File: src/rtl/eth_crc32_engine.sv
// eth_crc32_engine: IEEE 802.3 CRC-32 FCS generate/check over 1, 2 or 4 bytes per beat
module eth_crc32_engine #(
  parameter int DATA_BYTES = 1,
  parameter int LEN_W = 16
) (
  input  logic                      ieth_clk,
  input  logic                      ieth_rst,
  input  logic                      imode,
  input  logic                      isof,
  input  logic                      ieth_ena,
  input  logic [8*DATA_BYTES-1:0]   ieth_data,
  input  logic [$clog2(DATA_BYTES):0] ibyte_cnt,
  input  logic                      ipayload_end,
  output logic [0:3][7:0]           ocrc32_data,
  output logic                      ocrc_valid,
  output logic                      ocrc_ok,
  output logic                      ocrc_err,
  output logic [LEN_W-1:0]          oframe_len,
  output logic                      obusy
);
  localparam int NW = $clog2(DATA_BYTES) + 1;
  typedef enum logic {IDLE, COUNT} state_t;
  state_t state;
  logic [31:0] crc_q;
  logic [31:0] crc_nxt;
  logic [LEN_W-1:0] cnt_q;
  logic [LEN_W-1:0] cnt_nxt;
  logic [LEN_W:0] cnt_sum;
  logic [NW-1:0] n;
  logic mode_q;
  logic mode_eff;
  logic take;
  function automatic logic [31:0] crc_byte(input logic [31:0] c, input logic [7:0] d);
    logic [31:0] r;
    r = c ^ {24'd0, d};
    for (int i = 0; i < 8; i++) r = r[0] ? (r >> 1) ^ 32'hEDB88320 : r >> 1;
    return r;
  endfunction
  always_comb begin
    n = (ipayload_end && ibyte_cnt != '0 && ibyte_cnt <= NW'(DATA_BYTES)) ? ibyte_cnt : NW'(DATA_BYTES);
    crc_nxt = isof ? 32'hFFFFFFFF : crc_q;
    for (int k = 0; k < DATA_BYTES; k++)
      if (k < int'(n)) crc_nxt = crc_byte(crc_nxt, ieth_data[8*k +: 8]);
    cnt_sum = (isof ? '0 : {1'b0, cnt_q}) + (LEN_W+1)'(n);
    cnt_nxt = cnt_sum[LEN_W] ? '1 : cnt_sum[LEN_W-1:0];
    mode_eff = isof ? imode : mode_q;
    take = ieth_ena && (isof || state == COUNT);
  end
  always_ff @(posedge ieth_clk) begin
    ocrc_valid <= 1'b0;
    if (ieth_rst) begin
      state <= IDLE;
      crc_q <= '1;
      cnt_q <= '0;
      mode_q <= 1'b0;
      ocrc32_data <= '0;
      ocrc_ok <= 1'b0;
      ocrc_err <= 1'b0;
      oframe_len <= '0;
    end else if (take && ipayload_end) begin
      state <= IDLE;
      crc_q <= '1;
      cnt_q <= '0;
      ocrc32_data <= {~crc_nxt[7:0], ~crc_nxt[15:8], ~crc_nxt[23:16], ~crc_nxt[31:24]};
      ocrc_ok <= mode_eff && crc_nxt == 32'hDEBB20E3;
      ocrc_err <= mode_eff && crc_nxt != 32'hDEBB20E3;
      oframe_len <= cnt_nxt;
      ocrc_valid <= 1'b1;
    end else if (take) begin
      state <= COUNT;
      crc_q <= crc_nxt;
      cnt_q <= cnt_nxt;
      mode_q <= mode_eff;
    end
  end
  assign obusy = state == COUNT;
endmodule

File: config.mk
export PLATFORM = sky130hd
export DESIGN_NAME = eth_crc32_engine
export DESIGN_NICKNAME = d
export VERILOG_FILES = /design/src/rtl/eth_crc32_engine.sv
export SDC_FILE = /design/constraint.sdc
export NUM_CORES = 1
export LEC_CHECK = 0
export BUFFER_PORTS_ARGS = -buffer_cell sky130_fd_sc_hd__buf_2
export CORE_ASPECT_RATIO = 2
export CORE_MARGIN = 2
export CORE_UTILIZATION = 40
export DETAILED_ROUTE_END_ITERATION = 8
export PLACE_DENSITY = 0.65
export RECOVER_POWER = 50
export SETUP_SLACK_MARGIN = 0.2
export SYNTH_ARGS = -nofsm -noshare
export SYNTH_HDL_FRONTEND = slang
export SYNTH_SLANG_ARGS = --single-unit
File: constraint.sdc
create_clock -name ieth_clk -period 3.4 [get_ports ieth_clk]
set_clock_uncertainty 0.05 [all_clocks]
set_input_delay 0.17 -clock ieth_clk [delete_from_list [all_inputs] [get_ports ieth_clk]]
set_output_delay 0.17 -clock ieth_clk [all_outputs]
set_load 0.05 [all_outputs]
==> results by group, run 1 <==
Run status
  – Status: complete, but fails checks
  – Violated checks: DRC

Yosys
  – Post-synthesis cell count: roughly 600
  – Most common flop cell mapped by yosys: sky130_fd_sc_hd__dfxtp_1
  – Adder-cell share of the synthesized area: 0.002335
  – Number of enable flip-flop cells after synthesis: 0
  – Synthesized Nets: 614
  – Total number of yosys warnings: 0
  – Sequential cell area fraction in the yosys report: 0.3774
  – Fraction of registers with async set or reset after synthesis: 0
  – Area fraction in compound gates after synthesis: 0.1952
  – Post-synthesis simple-gate area fraction: 0.1639
  – Summed instance area of the synthesized netlist: between 0.005 and 0.006 sq mm
  – Proportion of netlist area held by the largest area contributor: 0.3774
  – Top cells by count, synth: sky130_fd_sc_hd__dfxtp_1, sky130_fd_sc_hd__xnor2_1, sky130_fd_sc_hd__nand2_1, sky130_fd_sc_hd__nor2_1, sky130_fd_sc_hd__a22o_1
  – Share of synthesized area spent on multiplexers: 0.01121
  – Number of flip-flops and latches in the synthesized netlist: 101
  – Leading area contributor after synthesis: sky130_fd_sc_hd__dfxtp_1
  – Most common cell in the synthesized netlist: sky130_fd_sc_hd__dfxtp_1
  – Leading cell types by total area after synthesis: sky130_fd_sc_hd__dfxtp_1, sky130_fd_sc_hd__xnor2_1, sky130_fd_sc_hd__a22o_1
  – Mean Syn Cell Area: around 9.0 sq um
  – Library cells used by synthesis: between 50 and 60
  – Post-synthesis xor/xnor area fraction: 0.2083
  – Main combinational cell family by area after synthesis: XOR/XNOR gates

STA
  – Achievable Freq: ~330 MHz
  – Setup violation total in the final timing report: 0
  – Pin slew with the least headroom to its limit: around 1.2 ns
  – Max-slew violation count: 0
  – Normalized max-slew margin: 0.2151
  – Aggregate negative setup slack: 0 ns
  – Post-layout minimum cycle time: 3.065 ns
  – Fin crit share: 0.9015
  – Final hold violation count: 0
  – Setup repair after global routing missed its margin: false

Die
  – Die span in x: roughly 86 microns
  – Overall die area: 0.01439 sq mm
  – Number of top-level pins: 67
  – Height of the chip: approximately 170 microns
  – Core region area: ~0.013 sq mm
  – Initial core utilization: 0.4100
  – Placement row count: 59

Setup path
  – Worst reg2reg path depth: 10
  – R2r endpoint: ocrc_err
  – Reg2reg setup slack: between 0.4 and 0.5 ns
  – Maximum fanout along the worst path: between 60 and 70
  – Type of the worst setup path: input port to flip-flop
  – Launching element of the worst setup path: isof
  – Type of element launching the critical path: input port
  – Worst Setup End Kind: flip-flop
  – Source of the worst register-to-register timing path: crc_q[1]
  – Required time worst endpoint: ~3.6 ns
  – End of the critical path: ocrc32_data[5]
  – Arr. time, crit path: between 3 and 4 ns

Clock tree
  – Clock-pin slew on the worst setup and hold paths: 0.07 ns
  – Number of clock sinks seen by CTS: around 100
  – Clk buf depth: 2
  – CTS H-tree lvls: 3
  – Root Driver: sky130_fd_sc_hd__clkbuf_16
  – Insertion delay to the later sink of the worst-skew pair: ~0.36 ns
  – Number of setup buffers added after CTS: 0
  – Clock buffer count from CTS: 9
  – Post-CTS resize count: 0
  – Number of hold buffers added after cts: 1
  – TritonCTS clock tree: done

GRT
  – Met3 demand-to-capacity share in global routing: 0.03253
  – Largest net degree at the start of global routing: 70
  – Met2 global-route usage: 0.4008
  – Via count of the first global-routing pass: 4485
  – Met1 usage in global routing: 0.2205
  – Initial antenna violation count: 0
  – GRT Resource Usage Total: 0.2152
  – Wire length of the first global-routing pass: 23710 microns
  – Busiest layer in global routing: met2
  – Total congestion overflow: 0

Routing
  – Average routed wire per standard cell: between 15 and 20 microns
  – Residual DRC count: 3
  – Vias/cell: 5.572
  – Number of antenna-violating nets in the routed design: 0
  – Wirelength, routed: 15120 microns
  – Count of routing violations after the opening detailed-route iteration: 250
  – Total number of vias: ~4500
  – First-pass iteration count of the detailed router: 9

Power
  – Power after layout: 3.533 mW
  – Peak supply drop: around 0.00035 V
  – Pwr dens: around 570 mW/mm^2
  – Sw Ratio: 0.3531
  – Flop pwr share: 0.380
  – Internal power: approximately 2.3 mW
  – Static power due to leakage: roughly 2.4 nW
  – Proportion of power drawn by the clock network: 0.305
  – Net Switching: about 1.2 mW
  – Part of the power in combinational logic: 0.316

Final layout
  – Final nets: 675
  – Ratio of cells with drive above 1 in the final layout: 0.1175
  – Fill cell total of the finished layout: around 1200
  – Multi-input combinational cell area: approximately 0.0031 sq mm
  – Number of antenna repair diodes: 0
  – Layout overhead on the synthesized area: 15.18%
  – Footprint of the flip-flops and latches: between 0.002 and 0.0025 sq mm

Place
  – Placer congestion estimate: 0.9218
  – DPL Wire Length: around 11000 microns
  – Buffers added on ports: 65

Worst hold path
  – Class of the most critical hold timing path: input port to flip-flop

Run
  – Maximum capacitance violations: 0
## worst min-delay path by stage
stage	startpoint	end	slack, ns	depth (start not counted)
global route	imode	mode_q	0.04	3
finish	imode	mode_q	0.03	3
global placement	ieth_rst	mode_q	0.36	2
detailed placement	ieth_rst	mode_q	0.37	2
CTS	imode	mode_q	0.02	3
floorplan	ieth_rst	mode_q	0.19	1
## power by group through the flow
stage	logic [mW]	registers, mW	clock network, mW
after floorplan	0.698	1.46	0
after global placement	1.10	1.36	0
after detailed placement	1.12	1.37	0
after CTS	1.13	1.34	1.10
after global routing	1.19	1.35	1.14
final	1.12	1.34	1.08
## critical path: stages
cell and delay, ns:
sky130_fd_sc_hd__clkbuf_1 0.73, sky130_fd_sc_hd__buf_4 0.37, sky130_fd_sc_hd__buf_4 0.25, sky130_fd_sc_hd__o21a_1 0.15, sky130_fd_sc_hd__clkbuf_1 0.87, sky130_fd_sc_hd__a21oi_4 0.14
sky130_fd_sc_hd__buf_12 0.25, sky130_fd_sc_hd__a22o_1 0.27
## state kept, by name, indices dropped and copies added, names as in the netlist
name	cells
crc_q	32
ocrc32_data	32
cnt_q	16
oframe_len	16
mode_q	1
obusy	1
ocrc_err	1
ocrc_ok	1
ocrc_valid	1
## placed cells by master (no fill, tap or decap), types with 4 or more instances in the layout
cell / netlist / layout
sky130_fd_sc_hd__nor3_1: 14 / 14
sky130_fd_sc_hd__buf_2: 9 / 12
sky130_fd_sc_hd__buf_4: 5 / 29
sky130_fd_sc_hd__a22o_1: 37 / 37
sky130_fd_sc_hd__xnor2_2: 5 / 5
sky130_fd_sc_hd__a21o_1: 5 / 5
sky130_fd_sc_hd__nand3b_1: 4 / 4
sky130_fd_sc_hd__a21oi_1: 14 / 13
sky130_fd_sc_hd__clkbuf_16: 0 / 9
sky130_fd_sc_hd__clkbuf_1: 24 / 54
sky130_fd_sc_hd__nor2b_1: 8 / 8
sky130_fd_sc_hd__nor2_1: 58 / 58
sky130_fd_sc_hd__nand4_1: 4 / 4
sky130_fd_sc_hd__a211oi_1: 8 / 8
sky130_fd_sc_hd__xor2_1: 25 / 25
sky130_fd_sc_hd__o211ai_1: 34 / 34
sky130_fd_sc_hd__o21ai_0: 23 / 23
sky130_fd_sc_hd__xnor2_1: 77 / 77
sky130_fd_sc_hd__dfxtp_1: 101 / 101
sky130_fd_sc_hd__nand2_1: 58 / 58
sky130_fd_sc_hd__or2_2: 4 / 4
sky130_fd_sc_hd__nand3_1: 7 / 7
sky130_fd_sc_hd__mux2i_1: 6 / 6
sky130_fd_sc_hd__xnor3_1: 4 / 4
## through the flow
| step | area [sq um] | util | std cells | hold slack [ns] | worst slack [ns] |
|---|---|---|---|---|---|
| 6_report | 6171 | 0.4723 | 816 | 0.03228 | 0.3350 |
| 5_1_grt | 6171 | 0.4723 | 816 | 0.03742 | 0.1952 |
| 4_1_cts | 6241 | 0.4776 | 816 | 0.02382 | 0.4791 |
| 3_5_place_dp | 5926 | 0.4535 | 799 | 0.3733 | 0.5110 |
| 3_3_place_gp | 5926 | 0.4535 | 799 | 0.3609 | 0.5167 |
| 2_1_floorplan | 5359 | - | 598 | 0.1924 | 0.2917 |
## cells by family (layout without fill, tap and decap cells)
logic type | after synthesis | after routing
XOR/XNOR | 113 | 113
AO/OA/AOI/OAI | 144 | 144
AND/OR/NAND/NOR | 184 | 184
buffers and inverters | 49 | 115
adder cells (fa/ha/maj) | 1 | 1
multiplexers | 6 | 6
flip-flops | 101 | 101
## layout make-up
class | instances | area share
clock inverters | 7 | 0.01298
repair buffers | 97 | 0.08273
inverters | 2 | 0.001217
flip-flops and latches | 101 | 0.3277
clock buffers | 9 | 0.03650
well taps | 152 | 0.03082
multi-input cells | 448 | 0.5081
## routing by layer
metal | vias up | wire length, microns | share of wire
li1 | 2211 | - | -
met1 | 2130 | 5551 | 0.37
met2 | 161 | 8220 | 0.54
met3 | 45 | 571 | 0.038
met4 | 0 | 772 | 0.051
met5 | - | 0 | 0
(Power assumes the default switching activity.)
==> run 2: changes to the inputs <==
- CORE_MARGIN: 2 -> default
==> run 2 against run 1 <==
  * The flow still finishes with violations (DRC)
  * Critical endpoint is now ocrc32_data[4]
  * Clock-buffer cell count increased by 1
  * Largest power group unchanged
  * Setup slack improved by 0.060 ns
  * Clock power decreased by 6%
  * Combinational power about the same
  * Critical path type unchanged
  * Fmax increased by 2.0%
==> results by group, run 2 (synthesized netlist as in run 1, its figures left out) <==
Setup path
  – R2r endpoint: ocrc_err
  – Arr. time, crit path: 3.19 ns (-0.07 ns)
  – Source of the worst register-to-register timing path: crc_q[1]
  – Reg2reg setup slack: 0.46 ns (about the same)
  – Worst Setup End Kind: flip-flop
  – Maximum fanout along the worst path: 45 (-35%)
  – Required time worst endpoint: 3.58 ns (about the same)
  – Type of the worst setup path: input port to flip-flop
  – Worst reg2reg path depth: 10 (unchanged)
  – Type of element launching the critical path: input port

Worst hold path
  – Class of the most critical hold timing path: input port to flip-flop
  – Hold wc startpoint: imode
  – Hold path endpoint: mode_q
  – Number of cells on the worst hold path: 3 (unchanged)

GRT
  – Initial antenna violation count: 0 (unchanged)
  – Largest net degree at the start of global routing: 46 (-34%)
  – Via count of the first global-routing pass: 4629 (+3.2%)
  – Total congestion overflow: 0 (unchanged)
  – Wire length of the first global-routing pass: 24050 microns (+1.4%)
  – GRT Resource Usage Total: 0.2229 (+0.007668)

Place
  – Placed cell area: 0.005868 sq mm (-0.97%)
  – Placer congestion estimate: 0.9017 (-2.2%)
  – DPL Wire Length: 11240 microns (-0.17%)
  – Buffers added on ports: 65 (unchanged)

Routing
  – Vias/cell: 5.619 (+0.83%)
  – Average routed wire per standard cell: 18.51 microns (about the same)
  – Number of antenna-violating nets in the routed design: 0 (unchanged)
  – Residual DRC count: 6 (+3)
  – Count of routing violations after the opening detailed-route iteration: 285 (+14%)
  – Wirelength, routed: 14990 microns (-0.83%)
  – Total number of vias: 4551 (+0.088%)
  – First-pass iteration count of the detailed router: 8 (-1)

Final layout
  – Ratio of cells with drive above 1 in the final layout: 0.1064 (-0.01109)
  – Commonest non-fill, non-tap cell in the layout: sky130_fd_sc_hd__dfxtp_1
  – Footprint of the flip-flops and latches: 0.002022 sq mm (unchanged)
  – Non-Filler Cell Area, Final: 0.006081 sq mm (-1.5%)
  – Leading registers by flop count: crc_q (32), ocrc32_data (32)
  – Layout overhead on the synthesized area: 13.50%
  – Final nets: 669 (-0.89%)
  – Multi-input combinational cell area: 0.003136 sq mm (unchanged)
  – Fill cell total of the finished layout: 1234 (-0.48%)
  – Number of antenna repair diodes: 0 (unchanged)
  – Most frequent cells in the layout: sky130_fd_sc_hd__dfxtp_1, sky130_fd_sc_hd__xnor2_1, sky130_fd_sc_hd__nand2_1, sky130_fd_sc_hd__nor2_1, sky130_fd_sc_hd__clkbuf_1
  – Core utilization of the finished layout: 0.4654 (-0.006894)

STA
  – Final hold violation count: 0 (unchanged)
  – Max-slew violation count: 0 (unchanged)
  – Setup repair after global routing missed its margin: false
  – Fin crit share: 0.8837 (-0.01777)
  – Setup violation total in the final timing report: 0 (unchanged)
  – Normalized max-slew margin: 0.1824 (-0.03271)
  – Worst-case hold slack: 0.02632 ns (-0.005957 ns)
  – Post-layout minimum cycle time: 3.005 ns (-0.06041 ns)
  – Achievable Freq: 332.8 MHz (+2.0%)
  – Aggregate negative setup slack: 0 ns (unchanged)
  – Pin slew with the least headroom to its limit: 1.225 ns (+0.04771 ns)

Die
  – Number of top-level pins: 67 (unchanged)
  – Overall die area: 0.01389 sq mm (-3.5%)
  – Initial core utilization: 0.4100 (unchanged)
  – Core region area: 0.01307 sq mm (unchanged)
  – Height of the chip: 165.7 microns (-1.2%)
  – Placement row count: 59 (unchanged)
  – Die span in x: 83.84 microns (-2.3%)

Clock tree
  – Root Driver: sky130_fd_sc_hd__clkbuf_16
  – Number of clock sinks seen by CTS: 101 (unchanged)
  – Insertion delay to the later sink of the worst-skew pair: 0.35 ns (about the same)
  – TritonCTS clock tree: done
  – Clk buf depth: 2 (unchanged)
  – Clock-pin slew on the worst setup and hold paths: 0.07 ns (about the same)
  – Clock buffer count from CTS: 9 (unchanged)
  – CTS H-tree lvls: 3 (unchanged)
  – Post-CTS resize count: 0 (unchanged)

Run status
  – Status: complete, but fails checks
  – Violated checks: DRC

Power
  – Power after layout: 3.438 mW (-2.7%)
  – Static power due to leakage: 2.312 nW (-1.7%)
  – Peak supply drop: 0.0003003 V (-14%)
  – Pwr dens: 565.3 mW/mm^2 (-1.2%)

Run
  – Maximum capacitance violations: 0 (unchanged)
[run 2: changes by cell type in the layout (fill, tap and decap cells not counted), sizes merged]
cell      previous run  this run
buf                 42        34
bufinv               1         0
clkinvlp             1         0
inv                  6         7
clkbuf              63        66
[run 2: timing repair]
action	4_1_cts	5_1_grt
hold buffers	1	0
buffers inserted	0	0
hold endpoints to repair	1	0
setup endpoints to repair	0	0
[run 2: cell type report]
| type | instances | area share |
|---|---|---|
| clock buffer | 10 | 0.03765 |
| clock inverter | 6 | 0.008436 |
| inverter | 2 | 0.001235 |
| multi-input combinational | 448 | 0.5156 |
| sequential | 101 | 0.3325 |
| tap | 152 | 0.03128 |
| timing repair buffer | 91 | 0.07325 |
[run 2: layer usage]
layer | part of all wire | track usage
met1 | 0.36 | 0.2305
met2 | 0.53 | 0.4002
met3 | 0.045 | 0.03787
met4 | 0.064 | 0.1559
met5 | 0 | 0
[run 2: through the flow]
step                setup slack, ns  std cells
finish                       0.3954        810
global route                 0.1815        810
CTS                          0.4941        810
detailed placement           0.4662        793
global placement             0.5214        793
floorplan                    0.2917        598
[run 2: critical path, cell delays in order]
cell	delay (ns)
sky130_fd_sc_hd__buf_2	0.38
sky130_fd_sc_hd__clkbuf_1	0.45
sky130_fd_sc_hd__o21a_1	0.19
sky130_fd_sc_hd__clkbuf_1	0.86
sky130_fd_sc_hd__a21oi_4	0.10
sky130_fd_sc_hd__clkbuf_2	0.56
sky130_fd_sc_hd__a22o_1	0.43
[run 2: worst max path at each step]
| stage | from | end |
|---|---|---|
| 2_1_floorplan | isof | cnt_q[9] |
| 3_3_place_gp | isof | ocrc_err |
| 3_5_place_dp | isof | ocrc_err |
| 4_1_cts | crc_q[1] | ocrc_err |
| 5_1_grt | isof | ocrc32_data[7] |
| 6_report | isof | ocrc32_data[4] |
[run 2: power breakdown]
| part | internal [mW] | total (mW) | switching (mW) |
|---|---|---|---|
| logic | 0.422 | 1.09 | 0.669 |
| clock network | 0.512 | 1.01 | 0.496 |
| registers | 1.26 | 1.34 | 0.0731 |
